<file path="src/rtl/alu_arbiter_if.sv">
// Bundle of two requester ports, the shared-ALU operand/result path and
// the response bus between the requesters and alu_arbiter.
interface alu_arbiter_if #(parameter int DATA_W = 32);
  logic              req0_valid;
  logic [DATA_W-1:0] req0_a;
  logic [DATA_W-1:0] req0_b;
  logic [3:0]        req0_aluc;
  logic              req0_ready;

  logic              req1_valid;
  logic [DATA_W-1:0] req1_a;
  logic [DATA_W-1:0] req1_b;
  logic [3:0]        req1_aluc;
  logic              req1_ready;

  logic              flush;

  logic [DATA_W-1:0] alu_a;
  logic [DATA_W-1:0] alu_b;
  logic [3:0]        alu_aluc;
  logic [DATA_W-1:0] alu_result;

  logic [DATA_W-1:0] resp_result;
  logic              resp0_valid;
  logic              resp1_valid;

  modport master (
    output req0_valid, req0_a, req0_b, req0_aluc,
    output req1_valid, req1_a, req1_b, req1_aluc,
    output flush, alu_result,
    input  req0_ready, req1_ready,
    input  alu_a, alu_b, alu_aluc,
    input  resp_result, resp0_valid, resp1_valid
  );

  modport slave (
    input  req0_valid, req0_a, req0_b, req0_aluc,
    input  req1_valid, req1_a, req1_b, req1_aluc,
    input  flush, alu_result,
    output req0_ready, req1_ready,
    output alu_a, alu_b, alu_aluc,
    output resp_result, resp0_valid, resp1_valid
  );
endinterface

</file>
<file path="src/rtl/alu_arbiter.sv">
// Round-robin arbiter sharing one combinational ALU between two requesters:
// stage 1 registers the granted operands, stage 2 registers the result.
module alu_arbiter #(
  parameter int DATA_W = 32
) (
  input  logic          clk,
  input  logic          rst,
  alu_arbiter_if.slave  bus
);

  logic              grant_any;
  logic              grant_id;
  logic              last_grant;
  logic              s1_valid;
  logic              s1_id;
  logic [DATA_W-1:0] sel_a;
  logic [DATA_W-1:0] sel_b;
  logic [3:0]        sel_aluc;

  // On a tie the requester that lost the previous acceptance wins.
  always_comb begin
    grant_any = 1'b0;
    grant_id  = 1'b0;
    if (!rst && !bus.flush) begin
      if (bus.req0_valid && bus.req1_valid) begin
        grant_any = 1'b1;
        grant_id  = ~last_grant;
      end else if (bus.req0_valid) begin
        grant_any = 1'b1;
        grant_id  = 1'b0;
      end else if (bus.req1_valid) begin
        grant_any = 1'b1;
        grant_id  = 1'b1;
      end
    end
  end

  assign bus.req0_ready = grant_any && !grant_id;
  assign bus.req1_ready = grant_any &&  grant_id;

  assign sel_a    = grant_id ? bus.req1_a    : bus.req0_a;
  assign sel_b    = grant_id ? bus.req1_b    : bus.req0_b;
  assign sel_aluc = grant_id ? bus.req1_aluc : bus.req0_aluc;

  // Stage 1: operands to the shared ALU
  always_ff @(posedge clk or posedge rst) begin
    if (rst) begin
      bus.alu_a    <= '0;
      bus.alu_b    <= '0;
      bus.alu_aluc <= 4'b0000;
      s1_valid     <= 1'b0;
      s1_id        <= 1'b0;
      last_grant   <= 1'b1;
    end else begin
      s1_valid <= grant_any;
      if (grant_any) begin
        bus.alu_a    <= sel_a;
        bus.alu_b    <= sel_b;
        bus.alu_aluc <= sel_aluc;
        s1_id        <= grant_id;
        last_grant   <= grant_id;
      end
    end
  end

  // Stage 2: result capture and response pulse; flush kills the stage-1 op
  always_ff @(posedge clk or posedge rst) begin
    if (rst) begin
      bus.resp_result <= '0;
      bus.resp0_valid <= 1'b0;
      bus.resp1_valid <= 1'b0;
    end else if (s1_valid && !bus.flush) begin
      bus.resp_result <= bus.alu_result;
      bus.resp0_valid <= !s1_id;
      bus.resp1_valid <= s1_id;
    end else begin
      bus.resp0_valid <= 1'b0;
      bus.resp1_valid <= 1'b0;
    end
  end

endmodule

</file>
<file path="src/flat_wrapper.sv">
// flat-port wrapper written by rule: the top's interface ports become plain ports
module alu_arbiter_flat 
#(
  parameter int DATA_W = 32
)
  (clk, rst, bus_req0_valid, bus_req0_a, bus_req0_b, bus_req0_aluc, bus_req1_valid, bus_req1_a, bus_req1_b, bus_req1_aluc, bus_flush, bus_alu_result, bus_req0_ready, bus_req1_ready, bus_alu_a, bus_alu_b, bus_alu_aluc, bus_resp_result, bus_resp0_valid, bus_resp1_valid);
  alu_arbiter_if #(.DATA_W(DATA_W)) bus_i ();
  input  logic clk;
  input  logic rst;
  input wire logic [$bits(bus_i.req0_valid)-1:0] bus_req0_valid;
  input wire logic [$bits(bus_i.req0_a)-1:0] bus_req0_a;
  input wire logic [$bits(bus_i.req0_b)-1:0] bus_req0_b;
  input wire logic [$bits(bus_i.req0_aluc)-1:0] bus_req0_aluc;
  input wire logic [$bits(bus_i.req1_valid)-1:0] bus_req1_valid;
  input wire logic [$bits(bus_i.req1_a)-1:0] bus_req1_a;
  input wire logic [$bits(bus_i.req1_b)-1:0] bus_req1_b;
  input wire logic [$bits(bus_i.req1_aluc)-1:0] bus_req1_aluc;
  input wire logic [$bits(bus_i.flush)-1:0] bus_flush;
  input wire logic [$bits(bus_i.alu_result)-1:0] bus_alu_result;
  output wire logic [$bits(bus_i.req0_ready)-1:0] bus_req0_ready;
  output wire logic [$bits(bus_i.req1_ready)-1:0] bus_req1_ready;
  output wire logic [$bits(bus_i.alu_a)-1:0] bus_alu_a;
  output wire logic [$bits(bus_i.alu_b)-1:0] bus_alu_b;
  output wire logic [$bits(bus_i.alu_aluc)-1:0] bus_alu_aluc;
  output wire logic [$bits(bus_i.resp_result)-1:0] bus_resp_result;
  output wire logic [$bits(bus_i.resp0_valid)-1:0] bus_resp0_valid;
  output wire logic [$bits(bus_i.resp1_valid)-1:0] bus_resp1_valid;
  assign bus_i.req0_valid = bus_req0_valid;
  assign bus_i.req0_a = bus_req0_a;
  assign bus_i.req0_b = bus_req0_b;
  assign bus_i.req0_aluc = bus_req0_aluc;
  assign bus_i.req1_valid = bus_req1_valid;
  assign bus_i.req1_a = bus_req1_a;
  assign bus_i.req1_b = bus_req1_b;
  assign bus_i.req1_aluc = bus_req1_aluc;
  assign bus_i.flush = bus_flush;
  assign bus_i.alu_result = bus_alu_result;
  assign bus_req0_ready = bus_i.req0_ready;
  assign bus_req1_ready = bus_i.req1_ready;
  assign bus_alu_a = bus_i.alu_a;
  assign bus_alu_b = bus_i.alu_b;
  assign bus_alu_aluc = bus_i.alu_aluc;
  assign bus_resp_result = bus_i.resp_result;
  assign bus_resp0_valid = bus_i.resp0_valid;
  assign bus_resp1_valid = bus_i.resp1_valid;
  alu_arbiter #(.DATA_W(DATA_W)) u_core (.clk(clk), .rst(rst), .bus(bus_i));
endmodule
</file>
<file path="config.mk">
export PLATFORM = sky130hd
export DESIGN_NAME = alu_arbiter_flat
export DESIGN_NICKNAME = d
export VERILOG_FILES = /design/src/rtl/alu_arbiter_if.sv /design/src/rtl/alu_arbiter.sv /design/src/flat_wrapper.sv
export SDC_FILE = /design/constraint.sdc
export NUM_CORES = 1
export LEC_CHECK = 0
export ABC_AREA = 0
export CAP_MARGIN = 40
export CELL_PAD_IN_SITES_DETAIL_PLACEMENT = 0
export CELL_PAD_IN_SITES_GLOBAL_PLACEMENT = 2
export CORE_MARGIN = 2
export CORE_UTILIZATION = 25
export DETAILED_ROUTE_END_ITERATION = 8
export GPL_TIMING_DRIVEN = 0
export PLACE_DENSITY = 0.9
export SYNTH_ARGS = -nofsm -noshare
export SYNTH_HDL_FRONTEND = slang
export SYNTH_SLANG_ARGS = --single-unit
export TNS_END_PERCENT = 1
</file>
<file path="constraint.sdc">
create_clock -name clk -period 7.2 [get_ports clk]
set_input_delay 1.44 -clock clk [delete_from_list [all_inputs] [get_ports clk]]
set_output_delay 1.44 -clock clk [all_outputs]
set_load 0.01 [all_outputs]
</file>
==> out/qor.csv <==
stage;metric;value;unit
finish;filler instances;1735;
floorplanning;area of the core region;18830;um^2
clock_network;root buffer selected by CTS;sky130_fd_sc_hd__clkbuf_16;
clock_network;post-CTS setup repair buffer count;0;
synthesis;share of the synthesized area in the top cell type;53.94;%
clock_network;buffer depth of the longest clock path;2;
setup_path;required time reported for the critical path endpoint;5.76;ns
clock_network;clock input transition at the sequential cells of the worst setup and hold paths;0.07;ns
min_path;HP Class;reg2reg;
synthesis;top cells by area, synth;sky130_fd_sc_hd__dfrtp_1, sky130_fd_sc_hd__a21boi_0, sky130_fd_sc_hd__a221o_1;
synthesis;count of state elements after synthesis;105;
synthesis;Synth area leader;sky130_fd_sc_hd__dfrtp_1;
floorplanning;Initial Util;25.62;%
timing;Post-Route Setup TNS;0;ns
timing;pin slew with the least headroom to its limit;0.6693;ns
setup_path;Crit Path Category;in2out;
synthesis;Synthesis Warnings;0;
finish;fraction of layout cells with a size suffix above 1;8.000;%
power_and_ir_drop;maximum ir drop on the vdd rail;0.1190;mV
setup_path;critical path arrival;3.40;ns
timing;period utilization;67.17;%
placement;number of placed instances with taps included;894;
clock_network;number of sinks driven by the clock tree;105;
clock_network;clock latency on the worst-skew pair;0.35;ns
timing;setup clock skew after layout;0.009027;ns
synthesis;fraction of the yosys area taken by sequential cells;54.49;%
setup_path;reg2reg setup slack;5.48;ns
min_path;hold path depth;1;
synthesis;synthesized area;4825;um^2
clock_network;hold buffer count at CTS;0;
finish;final std cells w/o fill;910;
timing;min Tclk post-route;4.836;ns
routing;DRT antenna net count;0;
clock_network;post-cts resize count;0;
setup_path;crit start category;input port;
setup_path;maximum fanout along the worst path;10;
routing;number of iterations in the first detailed-routing pass;4;
finish;sequential cell area;2629;um^2
grt;number of global-route vias before repair;4836;
synthesis;post-synthesis net count;529;
clock_network;CTS buffer count;9;
power_and_ir_drop;leakage component of the power;3.517;nW
routing;via count;4342;
timing;Max Transition Viols Final;0;
power_and_ir_drop;Cell Int Power;1.400;mW
flow_run;max-capacitance violation count;0;
timing;unrepaired setup endpoints after global routing;false;
synthesis;distinct cell type count after synthesis;21;
min_path;endpoint with the worst hold slack;u_core.bus.resp0_valid;
setup_path;cells on worst reg2reg path;4;
grt;maximum number of pins on one net before global-route repair;58;
timing;max_slew headroom;55.38;%
grt;global-route wire length before repair;26.92;mm
clock_network;CTS tree;done;
finish;area growth from synthesis to final layout;71.65;%
floorplanning;die boundary width;142.9;um
setup_path;Critical R2R Capture;u_core.bus.alu_a[21];
finish;multi-input combinational cell area;1909;um^2
floorplanning;die area;20430;um^2
power_and_ir_drop;share of total power in sequential cells;39.8;%
routing;post-route DRC violation count;0;
finish;final-stage net count;818;
placement;final RePlAce weighted congestion;0.7694;
clock_network;htree depth;3;
routing;Final Routed Wirelength;17.32;mm
power_and_ir_drop;Clk pwr share;28.2;%
placement;placed instance area;7954;um^2
finish;post-route cell area;8282;um^2
floorplanning;die height;142.9;um
power_and_ir_drop;combinational power share;32.0;%
routing;Routed wire per std cell;19.03;um
finish;number of diodes added for antenna fixing;0;
setup_path;CP Capture Type;output pin;
timing;count of final setup violators;0;
min_path;hold path start;u_core.s1_id;
grt;global routing usage summed across all routing layers;17.04;%
placement;HPWL Detailed;13.12;mm
timing;highest clock rate;206.8;MHz
status;status;complete, no violations;
setup_path;origin of the critical flop-to-flop path;u_core.last_grant;
grt;number of antenna violations at the first check in global routing;1;
power_and_ir_drop;total net switching power;0.5139;mW
power_and_ir_drop;total power after layout;1.914;mW
placement;total of buffers placed on input and output ports;276;
grt;grt ovf;0;
routing;Iter 0 DRT Violations;202;
floorplanning;number of I/O pins;277;
synthesis;post-synthesis cell count;356;
routing;ratio of routed vias to standard cells;4.771;
timing;number of hold violations in the final report;0;
power_and_ir_drop;power density over cell area;231.1;nW/um^2
synthesis;average cell area after synthesis;13.55;um^2
floorplanning;row cnt;50;
power_and_ir_drop;Sw Ratio;26.85;%
-- power by group through the flow --
stage / registers [mW] / logic [mW] / clock network, mW
detailed placement: 0.773 / 0.621 / 0
CTS: 0.764 / 0.623 / 0.558
global route: 0.777 / 0.658 / 0.583
floorplan: 0.819 / 0.179 / 0
finish: 0.762 / 0.612 / 0.540
global placement: 0.767 / 0.607 / 0
-- worst max-delay path, stage by stage --
cell and delay, ns:
sky130_fd_sc_hd__clkdlybuf4s50_1 0.54, sky130_fd_sc_hd__nor2_2 0.35, sky130_fd_sc_hd__o211a_1 0.22, sky130_fd_sc_hd__buf_6 0.15
sky130_fd_sc_hd__buf_6 0.16, sky130_fd_sc_hd__clkdlybuf4s50_1 0.54
-- state kept, by name, indices dropped and copies added (netlist names), 4 cells and up --
register,cells
u_core.bus.alu_a,32
u_core.bus.alu_b,32
u_core.bus.resp_result,32
u_core.bus.alu_aluc,4
-- cells by family (layout without fill, tap and decap cells) --
logic type             after synthesis  in the layout  synth area share [%]
buffers and inverters               46            340                 5.939
AND/OR/NAND/NOR                      6              6                0.7263
AO/OA/AOI/OAI                      167            167                 31.38
flip-flops                         105            105                 54.49
multiplexers                        32             32                 7.469
-- cell usage after synthesis --
master,count
sky130_fd_sc_hd__a21o_1,2
sky130_fd_sc_hd__a21boi_1,7
sky130_fd_sc_hd__inv_1,3
sky130_fd_sc_hd__clkbuf_1,17
sky130_fd_sc_hd__dfrtp_1,104
sky130_fd_sc_hd__nand2_1,1
sky130_fd_sc_hd__dfstp_2,1
sky130_fd_sc_hd__a2111oi_4,1
sky130_fd_sc_hd__o211a_1,1
sky130_fd_sc_hd__and2_1,1
sky130_fd_sc_hd__buf_6,13
sky130_fd_sc_hd__or2_1,1
sky130_fd_sc_hd__o2111a_1,27
sky130_fd_sc_hd__buf_2,13
sky130_fd_sc_hd__nor2_2,1
sky130_fd_sc_hd__a221o_1,41
sky130_fd_sc_hd__a211o_1,27
sky130_fd_sc_hd__mux2_1,28
sky130_fd_sc_hd__a21boi_0,61
sky130_fd_sc_hd__nor2b_1,2
sky130_fd_sc_hd__mux2_2,4
-- cell type report --
cell class              count  share of cell area [%]
plain buffers              43                   3.324
clock buffers              10                   2.886
clock inverters             6                   1.073
inverters                   3                  0.1662
multi-input cells         205                   23.05
flip-flops and latches    105                   31.74
well taps                 260                   3.928
repair buffers            278                   33.83
-- worst max-delay path by stage --
stage	startpoint	endpoint	slack, ns	cells past startpoint
after floorplan	rst	u_core.bus.alu_a[0]	3.00	1
after global placement	rst	u_core.bus.resp_result[10]	1.23	2
after detailed placement	rst	bus_req0_ready	2.29	6
after CTS	rst	bus_req0_ready	2.29	6
after global routing	rst	bus_req0_ready	2.22	6
final	rst	bus_req0_ready	2.36	6
-- metrics by stage --
stage	util (%)	setup slack, ns	hold slack (ns)
finish	43.98	2.364	0.4619
detailed placement	42.24	2.293	0.4454
global placement	42.02	1.232	0.4398
global route	43.98	2.218	0.4829
floorplan	-	3.001	0.4170
CTS	43.98	2.292	0.4694
-- cells in the final DEF, fill, tap and decap left out, types with 2 or more instances in the layout --
| cell | n |
|---|---|
| sky130_fd_sc_hd__a21boi_0 | 61 |
| sky130_fd_sc_hd__clkbuf_16 | 9 |
| sky130_fd_sc_hd__mux2_1 | 28 |
| sky130_fd_sc_hd__mux2_2 | 4 |
| sky130_fd_sc_hd__clkbuf_1 | 17 |
| sky130_fd_sc_hd__a21o_1 | 2 |
| sky130_fd_sc_hd__clkinvlp_4 | 2 |
| sky130_fd_sc_hd__dfrtp_1 | 104 |
| sky130_fd_sc_hd__a211o_1 | 27 |
| sky130_fd_sc_hd__a221o_1 | 41 |
| sky130_fd_sc_hd__inv_1 | 2 |
| sky130_fd_sc_hd__o2111a_1 | 27 |
| sky130_fd_sc_hd__buf_6 | 14 |
| sky130_fd_sc_hd__a21boi_1 | 7 |
| sky130_fd_sc_hd__bufinv_16 | 2 |
| sky130_fd_sc_hd__nor2b_1 | 2 |
| sky130_fd_sc_hd__clkdlybuf4s50_1 | 276 |
| sky130_fd_sc_hd__buf_2 | 13 |
-- metal layers --
| layer | up-vias | GRT usage, % | share of wire (%) | routed length, um |
|---|---|---|---|---|
| li1 | 1992 | - | - | - |
| met1 | 2146 | 20.20 | 41 | 7065 |
| met2 | 190 | 29.56 | 50 | 8600 |
| met3 | 14 | 5.835 | 8.4 | 1446 |
| met4 | 0 | 4.273 | 1.2 | 205 |
| met5 | - | 0 | 0 | 0 |
(Power assumes the default switching activity.)
